--- src/rtl/io_pkg.sv ---
`default_nettype none
// ============================================================================
// Module  : io_pkg
// Brief   : Shared constants for the CPU I/O input controller register map.
// Rev     : 1.0 - initial release
// ============================================================================
package io_pkg;

  localparam int         IO_DATA_W    = 16;

  localparam logic [1:0] IO_ADDR_BTN  = 2'd0;
  localparam logic [1:0] IO_ADDR_SW   = 2'd1;
  localparam logic [1:0] IO_ADDR_PEND = 2'd2;
  localparam logic [1:0] IO_ADDR_MASK = 2'd3;

endpackage : io_pkg
`default_nettype wire

--- src/rtl/debounce_cell.sv ---
`default_nettype none
// ============================================================================
// Module  : debounce_cell
// Brief   : Two-flop synchroniser plus counter debounce for one active-low button.
// Rev     : 1.0 - initial release
// ============================================================================
module debounce_cell #(
  parameter int DB_CYCLES = 4
) (
  input  logic clk,
  input  logic reset,
  input  logic din_n,
  output logic level,
  output logic press
);

  localparam int            CW     = $clog2(DB_CYCLES + 1);
  localparam logic [CW-1:0] C_LAST = CW'(DB_CYCLES - 1);

  logic          r_sync1_n;
  logic          r_sync2_n;
  logic          r_stable_n;
  logic [CW-1:0] r_cnt;
  logic          w_differ;
  logic          w_accept;

  assign w_differ = (r_sync2_n != r_stable_n);
  assign w_accept = w_differ && (r_cnt == C_LAST);

  always_ff @(posedge clk) begin
    if (!reset) begin
      r_sync1_n  <= 1'b1;
      r_sync2_n  <= 1'b1;
      r_stable_n <= 1'b1;
      r_cnt      <= '0;
    end else begin
      r_sync1_n <= din_n;
      r_sync2_n <= r_sync1_n;
      if (!w_differ) begin
        r_cnt <= '0;
      end else if (w_accept) begin
        r_stable_n <= r_sync2_n;
        r_cnt      <= '0;
      end else begin
        r_cnt <= r_cnt + CW'(1);
      end
    end
  end

  assign level = ~r_stable_n;
  // Combinational so the pending bit can set on the same edge stable flips.
  assign press = w_accept & ~r_sync2_n;

endmodule : debounce_cell
`default_nettype wire

--- src/rtl/io_input_ctrl.sv ---
`default_nettype none
// ============================================================================
// Module  : io_input_ctrl
// Brief   : Button/switch input controller with sticky press events and IRQ.
// Rev     : 1.0 - initial release
// ============================================================================
module io_input_ctrl
  import io_pkg::*;
#(
  parameter int N_BTN     = 4,
  parameter int N_SW      = 10,
  parameter int DB_CYCLES = 4
) (
  input  logic                 clk,
  input  logic                 reset,
  input  logic [N_BTN-1:0]     buttons,
  input  logic [N_SW-1:0]      switches,
  input  logic [1:0]           addr,
  input  logic                 re,
  input  logic                 we,
  input  logic [IO_DATA_W-1:0] wdata,
  output logic [IO_DATA_W-1:0] rdata,
  output logic                 irq
);

  logic [N_BTN-1:0]     w_btn_level;
  logic [N_BTN-1:0]     w_btn_press;
  logic [N_SW-1:0]      r_sw_sync1;
  logic [N_SW-1:0]      r_sw_sync2;
  logic [N_BTN-1:0]     r_pending;
  logic [N_BTN-1:0]     r_mask;
  logic [N_BTN-1:0]     w_clr;
  logic                 w_wr_pend;
  logic                 w_wr_mask;
  logic [IO_DATA_W-1:0] w_rd_mux;
  logic [IO_DATA_W-1:0] r_rdata;
  logic                 r_irq;
  logic                 w_unused_wdata;

  assign w_unused_wdata = ^wdata;

  for (genvar i = 0; i < N_BTN; i++) begin : g_btn
    debounce_cell #(
      .DB_CYCLES (DB_CYCLES)
    ) u_cell (
      .clk   (clk),
      .reset (reset),
      .din_n (buttons[i]),
      .level (w_btn_level[i]),
      .press (w_btn_press[i])
    );
  end

  assign w_wr_pend = we && (addr == IO_ADDR_PEND);
  assign w_wr_mask = we && (addr == IO_ADDR_MASK);
  assign w_clr     = w_wr_pend ? wdata[N_BTN-1:0] : '0;

  always_comb begin
    w_rd_mux = '0;
    case (addr)
      IO_ADDR_BTN:  w_rd_mux[N_BTN-1:0] = w_btn_level;
      IO_ADDR_SW:   w_rd_mux[N_SW-1:0]  = r_sw_sync2;
      IO_ADDR_PEND: w_rd_mux[N_BTN-1:0] = r_pending;
      IO_ADDR_MASK: w_rd_mux[N_BTN-1:0] = r_mask;
      default:      w_rd_mux            = '0;
    endcase
  end

  always_ff @(posedge clk) begin
    if (!reset) begin
      r_sw_sync1 <= '0;
      r_sw_sync2 <= '0;
      r_pending  <= '0;
      r_mask     <= '0;
      r_rdata    <= '0;
      r_irq      <= 1'b0;
    end else begin
      r_sw_sync1 <= switches;
      r_sw_sync2 <= r_sw_sync1;
      // A new press outranks a same-cycle W1C of that bit.
      r_pending  <= (r_pending & ~w_clr) | w_btn_press;
      if (w_wr_mask) begin
        r_mask <= wdata[N_BTN-1:0];
      end
      if (re) begin
        r_rdata <= w_rd_mux;
      end
      r_irq <= |(r_pending & r_mask);
    end
  end

  assign rdata = r_rdata;
  assign irq   = r_irq;

endmodule : io_input_ctrl
`default_nettype wire

--- config.mk ---
export PLATFORM = sky130hd
export DESIGN_NAME = io_input_ctrl
export DESIGN_NICKNAME = d
export VERILOG_FILES = /design/src/rtl/io_pkg.sv /design/src/rtl/debounce_cell.sv /design/src/rtl/io_input_ctrl.sv
export SDC_FILE = /design/constraint.sdc
export NUM_CORES = 1
export LEC_CHECK = 0
export BUFFER_PORTS_ARGS = -buffer_cell sky130_fd_sc_hd__clkbuf_2
export CAP_MARGIN = 20
export CORE_MARGIN = 2
export CORE_UTILIZATION = 55
export CTS_BUF_LIST = sky130_fd_sc_hd__clkbuf_8
export DETAILED_ROUTE_END_ITERATION = 8
export GPL_TIMING_DRIVEN = 0
export MAX_ROUTING_LAYER = met4
export PLACE_DENSITY = 0.79
export SLEW_MARGIN = 20
export SYNTH_ARGS = -nofsm -noshare
export SYNTH_HDL_FRONTEND = slang
export SYNTH_SLANG_ARGS = --single-unit
--- constraint.sdc ---
create_clock -name clk -period 1.36 [get_ports clk]
set_input_delay 0.204 -clock clk [delete_from_list [all_inputs] [get_ports clk]]
set_output_delay 0.204 -clock clk [all_outputs]
set_load 0.01 [all_outputs]
# --- Word level (Yosys, flattened, before mapping) ---
# Cells that the tools add are included.
word_totals:
  reg_bits: 63
  in_bits: 36
  elab_cells: 77
classes:
  addsub: 4
  n_mux: 3
  bitwise: 21
  reduce_logical: 16
  eq_ne: 11
ops:
  columns: ["op", "n"]
  rows:
  - ["$pmux 4 s4", 1]
  - ["$not 1->1", 13]
  - ["$add 3x1->3 const B", 4]
  - ["$eq 3x2->1 const B", 4]
  - ["$reduce_or 3->1", 4]
  - ["$and 4x4->4", 2]
  - ["$reduce_and 2->1", 4]
  - ["$logic_and 1x1->1", 6]
  - ["$mux 6", 1]
  - ["$and 1x1->1", 4]
  - ["$eq 2x2->1 const B", 2]
  - ["$mux 4", 1]
  - ["$ne 1x1->1", 4]
  - ["$not 4->4", 1]
  - ["$or 4x4->4", 1]
  - ["$reduce_or 4->1", 1]
  - ["$eq 2x1->1 const B", 1]
  - ["$logic_not 2->1", 1]

# --- Depth between registers and ports, before layout ---
depth:
  word_depth: 6
  depth_mapped: 5
  mapped_depth_nobuf: 5

# --- Hierarchy ---
# A second synthesis with hierarchy kept.
hier_totals:
  hier_cells: 206
  hier_area_um2: 2314.7
by_module_without_submodules:
  columns: ["mod", "n_inst", "area_each_um2", "cells_each"]
  rows:
  - ["io_input_ctrl", 1, 1423.9, 130]
  - ["debounce_cell", 4, 222.7, 19]

# --- Worst setup path before layout ---
# No wires, ideal clock.
synth_path:
  kind: "register to register"
  start: "register g_btn[3].u_cell.r_cnt[0]"
  end: "register r_pending[3]"
  synth_period_minus_slack_ns: 1.128
  setup_time_ns: 0.115
  arrival_ns: 1.014
  path_stages_with_launch: 5
  slack_ns: 0.232
  t_required_ns: 1.245
  path_buffers: 0
  path_cell_list: "dfxtp_1 -> ha_1 -> ha_1 -> and3b_1 -> o21a_1"
synth_between:
  elab_chain_len: 4
synth_rtl:
  columns: ["element", "line_no", "source"]
  rows:
  - ["from (decl)", "debounce_cell.sv:23", "logic [CW-1:0] r_cnt;"]
  - ["from (signal assigned)", "debounce_cell.sv:45", "r_cnt <= r_cnt + CW'(1);"]
  - ["$eq 3x2->1", "debounce_cell.sv:28", "assign w_accept = w_differ && (r_cnt == C_LAST);"]
  - ["$logic_and 1x1->1", "debounce_cell.sv:28", null]
  - ["$and 1x1->1", "debounce_cell.sv:52", "assign press = w_accept & ~r_sync2_n;"]
  - ["$or 4x4->4", "io_input_ctrl.sv:81", "r_pending <= (r_pending & ~w_clr) | w_btn_press;"]
  - ["to (signal assigned)", "io_input_ctrl.sv:81", null]
  - ["to (decl)", "io_input_ctrl.sv:30", "logic [N_BTN-1:0] r_pending;"]
# Every way passes these cells.
# A chain may end at the register's enable or synchronous reset.

# --- Final worst setup path ---
# Ends and elaborated chain as after synthesis.

==> reports/qor.yml <==
cts_root_buf: "clkbuf_8"
whs_path_depth: 2
critPathKind: "reg -> reg"
grt_setup_unrepaired: "no"
yosys.cell_types.count: 25
hold_class: "in -> reg"
holdPathEnd: "g_btn[3].u_cell.r_sync1_n"
ys_ff_latch: 63
diodes: 0
synth_warnings: 0
io_pins: 53
power.static_leakage_uw: 0.00118
cp.arrival_ns: 1.39
yosysMostFrequentCell: "dfxtp_1"
cp-end-kind: "register"
coreArea_um2: 4000
async_flop_share_pct: 0
setup_violations: 0
fmax_mhz: 855
clkLatencyLatePin_ns: 0.32
drc_errors: 0
die_area_um2: 4700
drv_cap: 0
critPathRequiredTime_ns: 1.58
nets: 312
ys.flop_type: "dfxtp_1"
layout-drive-gt1-share_pct: 21.0
finalCriticalPeriod_ns: 1.17
drt_iter0_markers: 89
vias: 1517
grt_pass1_vias: 1383
power_density_nw_per_um2: 1250
grt_util_all_layers_pct: 18.1
detail_route.wl_per_cell_um: 11.5
cts_inserted_buffers: 9
cts.repair.resized: 0
fillCellCount: 307
peakVddDrop_v: 0.000706
yosys-top-cells-count: "dfxtp_1, and2_1, nor2_1"
clock_sinks: 63
rrSetupSlack_ns: 0.19
place.port_buffers: 33
skew_ns: 0.00730
synth_edf_count: 0
dp_hpwl_um: 2670
die_w_um: 68.6
antenna_found_initial: 0
reg2reg_depth: 4
path_clk_slew_ns: 0.06
yosys-top-cells-area: "dfxtp_1, and2_1, mux2i_1, ha_1, nand2b_1"
hold_slack_ns: 0.0592
cp_max_fo: 3
viasPerCell: 4.71
reg2reg_to: "r_pending[3]"
fp.dieH_um: 68.6
synth_top_cell_by_area: "dfxtp_1"
syn_inst: 219
routabilityCongestion: 0.801
grt_max_degree: 11
seq_area_frac_synth_pct: 55.0
cts_tree: "done"
status: "completed"
fin_crit_sh_pct: 86.0
placedInstanceArea_um2: 2540
cts_max_path_buffers: 2
ant_nets: 0
hold_buffers: 0
tns_ns: 0
fp-row-count: 23
final_area_um2: 2700
critPathLaunchType: "register"
grt_pass1_wl_um: 5840
yosys.area.top_type_share_pct: 55.0
overflow: 0
synthToLayoutAreaGrowth_pct: 17.6
holdCritStartpoint: "buttons[3]"
avgSynthCellArea_um2: 10.5
slew-limit-headroom_pct: 64.4
worstMarginPinSlew_ns: 0.534
drv_slew: 0
start_util_pct: 57.4
hold_violations: 0
postCtsSetupBuffers: 0
dr.pass1.iters: 4
routed_wl_um: 3710
r2r_start: "g_btn[3].u_cell.r_cnt[0]"
syn-cell-area_um2: 2290
htreeDepth: 3
==> worst max path at each step <==
stage / start / endpoint / cells past startpoint
2_1_floorplan: g_btn[3].u_cell.r_cnt[0] / r_pending[3] / 4
3_3_place_gp: g_btn[3].u_cell.r_cnt[0] / r_pending[3] / 4
3_5_place_dp: g_btn[3].u_cell.r_cnt[0] / r_pending[3] / 4
4_1_cts: g_btn[3].u_cell.r_cnt[0] / r_pending[3] / 4
5_1_grt: g_btn[3].u_cell.r_cnt[0] / r_pending[3] / 4
6_report: g_btn[3].u_cell.r_cnt[0] / r_pending[3] / 4
==> cells in the final DEF, fill, tap and decap left out, types with 6 or more instances in the layout <==
cell type,n
dfxtp_1,63
inv_1,12
and2_1,20
clkbuf_2,33
nand2_1,7
buf_4,6
nand2b_1,14
ha_1,8
nand3b_1,9
mux2i_1,12
clkbuf_8,10
a21boi_1,11
nor2_1,19
conb_1,6
nand3_1,7
==> cell type report <==
type,count,area (um^2),area share (%)
inverter,8,30.0,1.11
timing repair buffer,33,165,6.12
clock buffer,10,138,5.10
multi-input combinational,139,935,34.6
clock inverter,5,20.0,0.742
sequential,63,1260,46.7
buffer,14,87.6,3.25
tap,50,62.6,2.32
==> state kept, by name, summed over array words and instances, names as in the netlist <==
signal,count
r_sw_sync1,10
r_mask,4
r_pending,4
irq,1
r_sw_sync2,10
g_btn.u_cell.r_sync2_n,4
rdata,10
g_btn.u_cell.r_sync1_n,4
g_btn.u_cell.r_cnt,12
g_btn.u_cell.r_stable_n,4
==> kinds of logic (layout without fill, tap and decap cells) <==
group | after synthesis | count (layout) | share of synthesized area, %
xor+xnor | 4 | 4 | 1.53
flops | 63 | 63 | 55.0
buf+inv | 22 | 70 | 5.13
compound gates | 25 | 25 | 7.96
other cells | 1 | 6 | 0.163
simple gates | 84 | 84 | 20.7
mux | 12 | 12 | 5.23
fa+ha+maj | 8 | 8 | 4.36
==> power breakdown <==
| group | switching, uW | internal, uW |
|---|---|---|
| sequential | 17.9 | 1900 |
| combinational | 89.1 | 91.7 |
| clock | 617 | 671 |
==> worst max-delay path, stage by stage, from the launching register on <==
cell     delay, ns
dfxtp_1       0.31
ha_1          0.19
ha_1          0.23
and3b_1       0.17
o21a_1        0.17
==> per-layer routing <==
| metal | global-route usage, % | wire, um | vias to the layer above |
|---|---|---|---|
| li1 | - | - | 809 |
| met1 | 20.3 | 1730 | 666 |
| met2 | 28.2 | 1680 | 36 |
| met3 | 6.33 | 213 | 6 |
| met4 | 9.75 | 75 | 0 |
| met5 | - | 0 | - |
==> per-stage QoR <==
step | power [uW] | setup slack, ns | cells | util [%]
final | 3380 | 0.190 | 322 | 67.5
after global routing | 3510 | 0.135 | 322 | 67.5
after CTS | 3420 | 0.185 | 322 | 67.5
after detailed placement | 2140 | 0.187 | 307 | 63.5
after global placement | 2130 | 0.199 | 307 | 63.5
after floorplan | 2070 | 0.232 | 224 | -
No activity file was read; power rests on OpenSTA's default activity.
